--- config.mk ---
export PLATFORM = sky130hd
export DESIGN_NAME = util_fir_int_ctrl
export DESIGN_NICKNAME = d
export VERILOG_FILES = /design/src/rtl/util_fir_int_ctrl.sv
export SDC_FILE = /design/constraint.sdc
export NUM_CORES = 1
export LEC_CHECK = 0
export ABC_AREA = 1
export BUFFER_PORTS_ARGS = -buffer_cell sky130_fd_sc_hd__buf_4
export CORE_MARGIN = 5
export CORE_UTILIZATION = 55
export CTS_CLUSTER_DIAMETER = 150
export DETAILED_ROUTE_END_ITERATION = 12
export PLACE_DENSITY = 0.83
export SYNTH_ARGS = -nofsm -noshare
export SYNTH_HDL_FRONTEND = slang
export SYNTH_SLANG_ARGS = --single-unit
export TNS_END_PERCENT = 100
--- constraint.sdc ---
create_clock -name aclk -period 1.8 [get_ports aclk]
set_input_delay 0 -clock aclk [delete_from_list [all_inputs] [get_ports aclk]]
set_output_delay 0 -clock aclk [all_outputs]
set_load 0.03 [all_outputs]
--- src/rtl/util_fir_int_ctrl.sv ---
// rtl/util_fir_int_ctrl.sv - sample scheduler and mode sequencer for util_fir_int
//
// Purpose: issues the 32-bit {ch1,ch0} DAC sample stream to the FIR s_axis port
// at the slot rate (every cycle in bypass, every RATIO cycles in interpolate).
// Owns the FIR interpolate/dac_read controls and only changes mode after the FIR
// path has been quiet for DRAIN_CYCLES. Missed slots are filled with zero samples
// and counted in a saturating underflow counter.
//
// Ports:
//   aclk, aresetn          clock, asynchronous active-low reset
//   enable, mode_req       run request, requested mode (1 = interpolate)
//   src_valid/ready/data   upstream sample stream
//   fir_tvalid/tready/tdata  FIR s_axis data stream
//   fir_interpolate        FIR interpolate control
//   fir_dac_read           FIR dac_read control
//   busy                   draining or switching mode
//   underflow_cnt          saturating count of zero-filled slots

module util_fir_int_ctrl #(
    parameter int RATIO        = 8,
    parameter int DRAIN_CYCLES = 64,
    parameter int CNT_W        = 16
) (
    input  logic             aclk,
    input  logic             aresetn,
    input  logic             enable,
    input  logic             mode_req,
    input  logic             src_valid,
    output logic             src_ready,
    input  logic [31:0]      src_data,
    output logic             fir_tvalid,
    input  logic             fir_tready,
    output logic [31:0]      fir_tdata,
    output logic             fir_interpolate,
    output logic             fir_dac_read,
    output logic             busy,
    output logic [CNT_W-1:0] underflow_cnt
);

    localparam int SLOT_W = $clog2(RATIO);
    localparam int DRN_W  = $clog2(DRAIN_CYCLES + 1);
    localparam logic [SLOT_W-1:0] SLOT_LAST  = SLOT_W'(RATIO - 1);
    localparam logic [DRN_W-1:0]  DRAIN_LAST = DRN_W'(DRAIN_CYCLES - 1);

    typedef enum logic [1:0] {S_IDLE, S_RUN, S_DRAIN, S_SWITCH} state_t;

    state_t             state_q, state_d;
    logic               interp_q, interp_d;
    logic               dac_read_q;
    logic               busy_q;
    logic               tvalid_q, tvalid_d;
    logic [31:0]        tdata_q, tdata_d;
    logic [31:0]        hold_q, hold_d;
    logic               hold_valid_q, hold_valid_d;
    logic [SLOT_W-1:0]  slot_q, slot_d;
    logic [DRN_W-1:0]   drain_q, drain_d;
    logic [CNT_W-1:0]   uf_q, uf_d;
    logic               started_q, started_d;

    logic in_run, stall, xfer, slot_last, strobe, issue, load;

    assign in_run    = (state_q == S_RUN);
    assign stall     = tvalid_q && !fir_tready;
    assign xfer      = tvalid_q && fir_tready;
    assign slot_last = interp_q ? (slot_q == SLOT_LAST) : 1'b1;
    assign strobe    = in_run && (slot_q == '0) && !stall;
    // Before the first sample after IDLE an empty slot is simply skipped,
    // so start-up does not register as underflow.
    assign issue     = strobe && (hold_valid_q || started_q);
    // The hold register unloads on a strobe edge, so it can accept a new
    // sample in that same cycle; this keeps bypass at one sample per cycle.
    assign src_ready = in_run && (!hold_valid_q || strobe);
    assign load      = src_valid && src_ready;

    always_comb begin
        state_d      = state_q;
        interp_d     = interp_q;
        tvalid_d     = tvalid_q;
        tdata_d      = tdata_q;
        hold_d       = hold_q;
        hold_valid_d = hold_valid_q;
        slot_d       = '0;
        drain_d      = '0;
        uf_d         = uf_q;
        started_d    = started_q;

        if (issue) begin
            tvalid_d = 1'b1;
            if (hold_valid_q) begin
                tdata_d      = hold_q;
                hold_valid_d = 1'b0;
            end else begin
                tdata_d = '0;
                if (!(&uf_q)) begin
                    uf_d = uf_q + CNT_W'(1);
                end
            end
        end else if (xfer) begin
            tvalid_d = 1'b0;
        end

        if (load) begin
            hold_d       = src_data;
            hold_valid_d = 1'b1;
        end

        if (state_q == S_IDLE) begin
            started_d = 1'b0;
        end else if (load) begin
            started_d = 1'b1;
        end

        // Slot counter freezes while the FIR holds off, so slots are delayed, never dropped.
        if (in_run) begin
            if (stall) begin
                slot_d = slot_q;
            end else if (!slot_last) begin
                slot_d = slot_q + SLOT_W'(1);
            end
        end

        case (state_q)
            S_IDLE: begin
                if (enable) begin
                    state_d = (mode_req == interp_q) ? S_RUN : S_SWITCH;
                end
            end
            S_RUN: begin
                if (!enable || (mode_req != interp_q)) begin
                    state_d = S_DRAIN;
                end
            end
            S_DRAIN: begin
                // Any transfer restarts the quiet-time window.
                if (xfer) begin
                    drain_d = '0;
                end else if (drain_q == DRAIN_LAST) begin
                    state_d = enable ? S_SWITCH : S_IDLE;
                end else begin
                    drain_d = drain_q + DRN_W'(1);
                end
            end
            S_SWITCH: begin
                interp_d = mode_req;
                state_d  = S_RUN;
            end
            default: state_d = S_IDLE;
        endcase
    end

    always_ff @(posedge aclk or negedge aresetn) begin
        if (!aresetn) begin
            state_q      <= S_IDLE;
            interp_q     <= 1'b0;
            dac_read_q   <= 1'b0;
            busy_q       <= 1'b0;
            tvalid_q     <= 1'b0;
            tdata_q      <= '0;
            hold_q       <= '0;
            hold_valid_q <= 1'b0;
            slot_q       <= '0;
            drain_q      <= '0;
            uf_q         <= '0;
            started_q    <= 1'b0;
        end else begin
            state_q      <= state_d;
            interp_q     <= interp_d;
            dac_read_q   <= (state_d == S_RUN) && !interp_d;
            busy_q       <= (state_d == S_DRAIN) || (state_d == S_SWITCH);
            tvalid_q     <= tvalid_d;
            tdata_q      <= tdata_d;
            hold_q       <= hold_d;
            hold_valid_q <= hold_valid_d;
            slot_q       <= slot_d;
            drain_q      <= drain_d;
            uf_q         <= uf_d;
            started_q    <= started_d;
        end
    end

    assign fir_tvalid      = tvalid_q;
    assign fir_tdata       = tdata_q;
    assign fir_interpolate = interp_q;
    assign fir_dac_read    = dac_read_q;
    assign busy            = busy_q;
    assign underflow_cnt   = uf_q;

endmodule

### After elaboration in Yosys (flattened, before gate mapping)

Index checks and enable logic that the tools add are counted.

* flip-flop bits (word level): 98
* input port bits: 38
* word-level logic and storage cells: 74
* output and inout port bits: 53

* mux-type cells: 22
* eq/ne operators: 11
* bitwise gates (word level): 2
* $add $sub $neg: 3
* reduce and logical (&&, ||, !) cells: 24

Operators with widths (number)
* 32-bit 2-to-1 mux: 1
* 7-bit 2-to-1 mux: 3
* 16-bit by 1-bit adder with 16-bit output, second input constant: 1
* 16-bit AND reduction: 1
* 2-bit 2-to-1 mux: 6
* 3-bit 2-to-1 mux: 3
* 2-bit == test, second input constant: 4
* 1-bit logical AND: 8
* 1-bit 2-to-1 mux: 8
* 2-bit one-hot mux with 4 select lines: 1
* 7-bit by 1-bit adder with 7-bit output, second input constant: 1
* 7-bit by 6-bit == test with 1-bit output, second input constant: 1
* 2-bit nonzero test: 3
* 1-bit zero test: 5
* 2-bit by 1-bit == test with 1-bit output, second input constant: 2
* 1-bit logical OR: 4
* 3-bit by 1-bit adder with 3-bit output, second input constant: 1
* 3-bit == test, second input constant: 1
* 3-bit zero test: 1
* 3-bit AND reduction: 1
* 2-bit zero test: 1
* 2-bit != test, second input constant: 1
* 1-bit NOT: 2
* 1-bit == test: 1
* 1-bit != test: 1

### Longest topological paths before layout

Gate-level depths: netlist of the first run.

* word-level depth: 9
* depth in mapped cells: 10
* depth with buffers taken out: 9

### Least setup slack after synthesis of the first run

No wires, ideal clock.

* path kind: register to register
* start: register uf_q[0] (netlist: underflow_cnt[0])
* end: register uf_q[11] (netlist: underflow_cnt[11])
* stages on the path, launching flop included: 9
* arrival time: 1.663 ns
* buffers on the path: 1
* slack: 0.071 ns
* clock period less this slack: 1.729 ns
* setup time: 0.066 ns
* required time: 1.734 ns
* path through: dfrtp_1 -> ha_1 -> nand3_4 -> nor2_8 -> nand4_4 -> nand2_4 -> buf_6 -> nand2_1 -> nand2_1

* cells in the longest elaborated chain, start to end: 3
* elaborated cells between the ends (all ways): 4
* those cells by class: add/sub (1); bitwise (1); reduce/logical (2)

Ends and longest elaborated chain
* start: declaration: RTL line 57 `logic [CNT_W-1:0] uf_q, uf_d;`
* start signal: assignment: RTL line 176 `uf_q <= uf_d;`
* branches (longest 3 deep; another with 16-bit by 1-bit adder with 16-bit output)

Several ways; the timed one is not identified.
A chain may end at the register's enable or synchronous reset.

### Worst setup path in the final report of the first run

* start: register slot_q[0]
* end: output src_ready

* cells in the longest elaborated chain, start to end: 5

Ends and longest elaborated chain
* start: declaration: RTL line 55 `logic [SLOT_W-1:0] slot_q, slot_d;`
* start signal: assignment: RTL line 174 `slot_q <= slot_d;`
* 3-bit zero test: RTL line 66 `assign strobe = in_run && (slot_q == '0) && !stall;`
* 1-bit logical AND (2 in a row): RTL line 66
* 1-bit logical OR: RTL line 72 `assign src_ready = in_run && (!hold_valid_q || strobe);`
* 1-bit logical AND: RTL line 72
* end: declaration: RTL line 29 `output logic src_ready,`

Every way passes these cells.

==> impl_metrics.py, run 1 <==
metrics = {
    "status": {
        "status": "finished clean",
    },
    "layout": {
        "layout_commonest_cell": "nand2_1",
        "layout.nets": 704,
        "layout-drive-gt1-share_pct": 21.5,
        "stdcell_count": 768,
        "diodes": 0,
        "final_area_mm2": 0.00590,
        "layout_common_cells": "nand2_1 (218), buf_4 (100), dfrtp_1 (97)",
        "area_growth_pct": 33.0,
    },
    "sta": {
        "min_period_ns": 1.78,
        "fin_crit_sh_pct": 99.0,
        "relSlewSlack_pct": 75.7,
        "max_freq_ghz": 0.561,
        "setup_viol": 0,
        "tightestPinTransition_ns": 0.365,
        "setup_ws_ns": 0.0184,
        "slew_violations": 0,
        "hold_viol": 0,
        "worst_clock_skew_ns": 0.00847,
        "hold_ws_ns": 0.0664,
    },
    "logic_synthesis": {
        "synth-edff-count": 0,
        "yosys.cell_types.count": 27,
        "synth_top_family_by_area": "simple AND/OR/NAND/NOR gates",
        "synthXorXnorAreaFrac_pct": 1.97,
        "synthSimpleGateAreaFrac_pct": 31.2,
        "yosysWarnings": 0,
        "synth_compound_area_share_pct": 5.33,
        "synth_ff_type": "dfrtp_1",
        "async_flop_share_pct": 100,
        "netlist_instances": 531,
        "yosysSeqAreaShare_pct": 55.3,
        "synth-adder-area-share_pct": 1.41,
        "syn-mean-instance-area_um2": 8.36,
        "synth.area.mux_share_pct": 0,
        "ys_seq_elements": 98,
        "syn_area_mm2": 0.00444,
        "syn-num-nets": 574,
    },
    "critical_path": {
        "path_max_fanout": 3,
        "endpoint_kind": "output port",
        "critical_path_arrival_ns": 1.78,
        "r2r_cells": 10,
        "crit_type": "reg -> out",
        "cp.required_ns": 1.80,
        "setup.worst_path.start_class": "flip-flop",
    },
    "floorplanning": {
        "die_h_um": 99.8,
        "fp.dieArea_mm2": 0.00997,
        "rows": 32,
        "die_w_um": 99.8,
        "ioPinCount": 91,
        "core_mm2": 0.00781,
        "initial_utilization_pct": 56.8,
    },
    "placed_design": {
        "dp_slack_ns": 0.156,
        "portBuffers": 90,
        "finalWeightedCongestion": 0.865,
        "post-place-cells": 711,
        "dpl_cell_area_mm2": 0.00525,
        "post-dp-hpwl_um": 6970,
    },
    "global_routing": {
        "grt_usage_pct": 23.4,
        "grt_max_degree": 53,
        "grt_pass1_vias": 4006,
        "grt_overflow": 0,
        "grt_antenna_before_repair": 0,
        "grt_pass1_wl_um": 18700,
    },
    "detailed_routing": {
        "via_count": 4068,
        "drcViolationCount": 0,
        "via_per_inst": 5.30,
        "drt_first_pass_iters": 5,
        "routed_wirelength_um": 11400,
        "antenna_left": 0,
        "drtIter0Drc": 263,
        "wl_per_cell_um": 14.8,
    },
    "cts": {
        "cts_buffers": 9,
        "path_clk_slew_ns": 0.10,
        "cts_max_level": 3,
        "cts_tree": "done",
        "numClockSinks": 98,
        "cts_buffer_depth": 2,
        "cts_root_buf": "clkbuf_8",
        "clk_latency_ns": 0.36,
    },
    "pwr": {
        "vdd_drop_max_v": 0.000955,
        "p_leak_nw": 3.03,
        "power_density_mw_per_mm2": 1510,
        "power_mw": 8.92,
    },
    "hold_path": {
        "min_path_type": "in -> reg",
        "min_path_cells": 3,
    },
    "job": {
        "cap_viol_max_count": 0,
    },
}
[stage by stage]
step | util, % | TNS (ns)
global placement | 67.3 | 0
global route | 75.6 | -0.117
floorplan | - | 0
detailed placement | 67.3 | 0
finish | 75.6 | 0
CTS | 75.6 | 0
[flip-flops by register name (all words and copies together), names as in the netlist]
name             flops
busy                 1
fir_tvalid           1
hold_q              32
state_q              2
hold_valid_q         1
started_q            1
slot_q               3
fir_interpolate      1
fir_tdata           32
drain_q              7
underflow_cnt       16
fir_dac_read         1
[per-layer routing]
layer	global-route usage, %	part of all wire (%)	up-vias	routed length, um
met5	0	0	-	0
met2	40.7	52	162	5880
met1	29.4	40	1930	4530
met4	6.72	2.0	0	229
li1	-	-	1948	-
met3	5.35	6.7	28	764
[worst paths after layout]
check / to / slack [ns] / start
setup reg to reg: hold_q[1] / 0.05 / slot_q[0]
setup / recovery: src_ready / 0.02 / slot_q[0]
min in group asynchronous: underflow_cnt[0] / 0.10 / aresetn
hold / removal: hold_q[19] / 0.07 / src_valid
max in group asynchronous: fir_tdata[11] / 1.11 / aresetn
hold reg to reg: drain_q[0] / 0.47 / drain_q[0]
[power breakdown]
| part | internal, mW | leakage (nW) | total (mW) | switching, mW |
|---|---|---|---|---|
| clock | 0.825 | 0.117 | 1.60 | 0.775 |
| combinational | 1.37 | 1.62 | 3.73 | 2.36 |
| sequential | 3.01 | 1.30 | 3.59 | 0.575 |
[final cells by class]
cell class,count,area (um^2)
Clock buffer,10,138
Clock inverter,6,87.6
Fill cell,529,1910
Inverter,29,109
Multi-Input combinational cell,382,1790
Sequential cell,98,2450
Tap cell,102,128
Timing Repair Buffer,141,1200
[worst max-delay path, stage by stage, from the launching register on]
cell,delay [ns]
dfrtp_1,0.41
inv_2,0.08
ha_2,0.18
nand2_2,0.07
nor2_4,0.14
nand2_2,0.09
a21oi_4,0.20
buf_12,0.14
buf_8,0.12
[cell families (layout without fill, tap and decap cells)]
| logic type | count (synthesis) | count (layout) |
|---|---|---|
| compound gates | 45 | 45 |
| xor+xnor | 10 | 10 |
| fa+ha+maj | 5 | 5 |
| buf+inv | 51 | 186 |
| flops | 98 | 98 |
| simple gates | 322 | 322 |
[timing repair]
action | 4_1_cts | 5_1_grt
pin swaps | 1 | 3
hold buffers | 36 | 0
buffers inserted | 3 | 2
endpoints found under the hold margin | 136 | 0
cloned | 1 | 0
gates resized for setup | 2 | 8
setup endpoints to repair | 1 | 20
[Yosys cell counts, types with 2 or more instances]
cell type,number,share of area [%]
nand2_1,220,19
dfrtp_1,98,55
nand3_1,55,6.2
o21ai_1,36,4.1
nor2_1,25,2.1
inv_1,24,2.0
buf_2,13,1.5
nand4_1,9,1.3
clkbuf_1,8,0.68
xor2_1,6,1.2
ha_1,5,1.4
inv_2,5,0.42
a21oi_1,4,0.45
o21ai_0,4,0.45
xnor2_1,4,0.79
nor2_2,3,0.42
nand3b_1,2,0.34
Note: power is estimated with default switching activity, not from simulation.
==> run 2, diff against run 1 <==
--- a/config.mk
+++ b/config.mk
@@ -8,10 +8,12 @@
 export ABC_AREA = 1
 export BUFFER_PORTS_ARGS = -buffer_cell sky130_fd_sc_hd__buf_4
 export CORE_MARGIN = 5
-export CORE_UTILIZATION = 55
+export CORE_UTILIZATION = 50
+export CTS_BUF_LIST = sky130_fd_sc_hd__clkbuf_2
 export CTS_CLUSTER_DIAMETER = 150
 export DETAILED_ROUTE_END_ITERATION = 12
-export PLACE_DENSITY = 0.83
+export PLACE_DENSITY = 0.77
+export SKIP_LAST_GASP = 1
 export SYNTH_ARGS = -nofsm -noshare
 export SYNTH_HDL_FRONTEND = slang
 export SYNTH_SLANG_ARGS = --single-unit
==> run 2 against run 1 <==
  * The run now ends with setup timing left
  * Critical path depth unchanged
  * Sequential power about the same
  * Clock power down 40%
  * Die area up 9.0%
  * Via count down 0.91%
  * Clock-buffer cell count down 1
  * Sequential share of layout area about the same
  * Clock skew up 0.020 ns
  * Fmax down 4.9%
  * Utilization down 7.6 points
  * Design area about the same
  * Largest power group unchanged
==> impl_metrics.py, run 2 (synthesis gave the netlist of run 1 again) <==
metrics = {
    "status": {
        "status": "complete, but fails checks",
        "violations": "setup timing",
    },
    "sta": {
        "rsz0062_at_grt": "true",
        "relSlewSlack_pct": 75.4,
        "setup_viol": 1,
        "hold_viol": 0,
        "tightestPinTransition_ns": 0.369,
        "min_period_ns": 1.87,
        "setup_ws_ns": -0.0727,
        "fin_crit_sh_pct": 104,
        "slew_violations": 0,
        "setup_tns_ns": -0.0727,
        "worst_clock_skew_ns": 0.0287,
        "max_freq_ghz": 0.534,
    },
    "hold_path": {
        "min_path_cells": 4,
        "min_path_type": "in -> reg",
        "hold_start": "src_data[18]",
    },
    "global_routing": {
        "grt_antenna_before_repair": 0,
        "grt_pass1_vias": 4088,
        "grt_max_degree": 39,
        "grt_pass1_wl_um": 19300,
        "grt_usage_pct": 21.3,
        "grt_overflow": 0,
    },
    "critical_path": {
        "critical_path_arrival_ns": 1.87,
        "crit_slowest_cell": "dfrtp_1",
        "worstSetupStartpoint": "slot_q[1]",
        "cp.required_ns": 1.80,
        "crit_chain": "inv_2, ha_4, nand2_4, nor2_4, nand2_2, a21oi_4, buf_12, buf_8",
        "r2r_cells": 10,
        "endpoint_kind": "output port",
        "timing.critical_path.buf_inv": 3,
        "cp.depth": 8,
        "cpPeakStageDelay_ns": 0.46,
        "path_max_fanout": 2,
        "crit_family": "flip-flops",
        "setup.worst_path.start_class": "flip-flop",
        "crit_type": "reg -> out",
        "crit-reg2reg-launch": "slot_q[1]",
    },
    "pwr": {
        "p_leak_nw": 3.04,
        "clockPowerShare_pct": 11.4,
        "seq_power_share_pct": 42.6,
        "power_density_mw_per_mm2": 1420,
        "internal-power_mw": 4.68,
        "p_sw_share_pct": 44.0,
        "combPwrFrac_pct": 46.0,
        "power_mw": 8.35,
        "vdd_drop_max_v": 0.000728,
        "power_switching_mw": 3.67,
    },
    "layout": {
        "layout_commonest_cell": "nand2_1",
        "diodes": 0,
        "layout_common_cells": "nand2_1 (218), buf_4 (108), dfrtp_1 (97)",
        "stdcell_count": 784,
        "layout-drive-gt1-share_pct": 22.2,
        "layout.nets": 714,
        "area_growth_pct": 33.0,
        "postLayoutCoreUtil_pct": 68.0,
    },
    "detailed_routing": {
        "antenna_left": 0,
        "wl_per_cell_um": 14.4,
        "drt_first_pass_iters": 4,
        "drtIter0Drc": 198,
        "via_count": 4031,
        "via_per_inst": 5.14,
        "routed_wirelength_um": 11300,
        "drcViolationCount": 0,
    },
    "cts": {
        "numClockSinks": 98,
        "cts_max_level": 3,
        "cts_buffers": 9,
        "cts_buffer_depth": 2,
        "cts_tree": "done",
        "clk_latency_ns": 0.55,
        "path_clk_slew_ns": 0.29,
        "cts_root_buf": "clkbuf_2",
    },
    "floorplanning": {
        "ioPinCount": 91,
        "core_mm2": 0.00868,
        "fp.dieArea_mm2": 0.0109,
        "initial_utilization_pct": 51.1,
        "die_h_um": 104,
        "rows": 34,
        "die_w_um": 104,
    },
    "placed_design": {
        "portBuffers": 90,
        "finalWeightedCongestion": 0.886,
        "post-dp-hpwl_um": 7110,
        "post-place-cells": 719,
    },
    "job": {
        "cap_viol_max_count": 0,
    },
}
[run 2: cell types whose count changed in the layout (fill, tap and decap cells not counted), moves of 2 or more]
cell and change:
buf_4 +8, bufinv_16 -2, clkbuf_2 +9, clkbuf_8 -10
clkinvlp_4 +2, dlygate4sd3_1 +2, nand2_2 -2, nand2_4 +2
[run 2: power groups by stage]
stage / registers [mW] / logic, mW / clock network, mW
floorplan: 4.32 / 1.44 / 0
global placement: 3.56 / 3.43 / 0
detailed placement: 3.58 / 3.55 / 0
CTS: 3.54 / 3.81 / 0.988
global route: 3.66 / 4.20 / 1.08
finish: 3.56 / 3.84 / 0.956
[run 2: worst register-to-register path, stage by stage, from the launching register on]
cell and delay (ns):
dfrtp_1 0.46, inv_2 0.09, ha_4 0.14, nand2_4 0.05, nor2_4 0.10, nand2_2 0.08, a21oi_4 0.19, buf_4 0.14
bufbuf_16 0.27, nand3_1 0.08, nand2_1 0.09
[run 2: path summary, 6_finish.rpt]
path	end	slack, ns
min	hold_q[18]	0.19
min reg2reg	drain_q[0]	0.48
max in group asynchronous	fir_tdata[3]	0.99
max reg2reg	hold_q[26]	0.09
max	src_ready	-0.07
min in group asynchronous	hold_q[14]	0.50
[run 2: timing repair]
| action | CTS | global route |
|---|---|---|
| resized for setup | 10 | 2 |
| setup endpoints to repair | 1 | 24 |
| gates cloned | 1 | 0 |
| pin swaps | 4 | 2 |
| endpoints found under the hold margin | 146 | 0 |
| hold buffers | 39 | 0 |
| buffers inserted | 6 | 4 |
[run 2: per-layer routing]
metal  wire length [um]  global-route usage (%)
met3                664                    3.97
met1               4760                    28.3
met4                133                    6.48
met5                  0                       0
met2               5710                    35.5
[run 2: area by class of cell]
type / count / area, um^2
clock buffers: 9 / 45.0
clock inverters: 7 / 52.6
repair buffers: 151 / 1300
well taps: 108 / 135
inverters: 29 / 109
fillers: 712 / 2780
flip-flops and latches: 98 / 2450
multi-input cells: 382 / 1810
[run 2: through the flow]
| step | hold slack [ns] | worst slack (ns) | cell area, um^2 |
|---|---|---|---|
| after detailed placement | 0.0221 | 0.121 | 5260 |
| after CTS | 0.153 | -0.0921 | 5870 |
| final | 0.190 | -0.0727 | 5900 |
| after global routing | 0.177 | -0.149 | 5900 |
| after floorplan | -0.296 | 0.0715 | 4440 |
| after global placement | 0.0157 | 0.245 | 5260 |
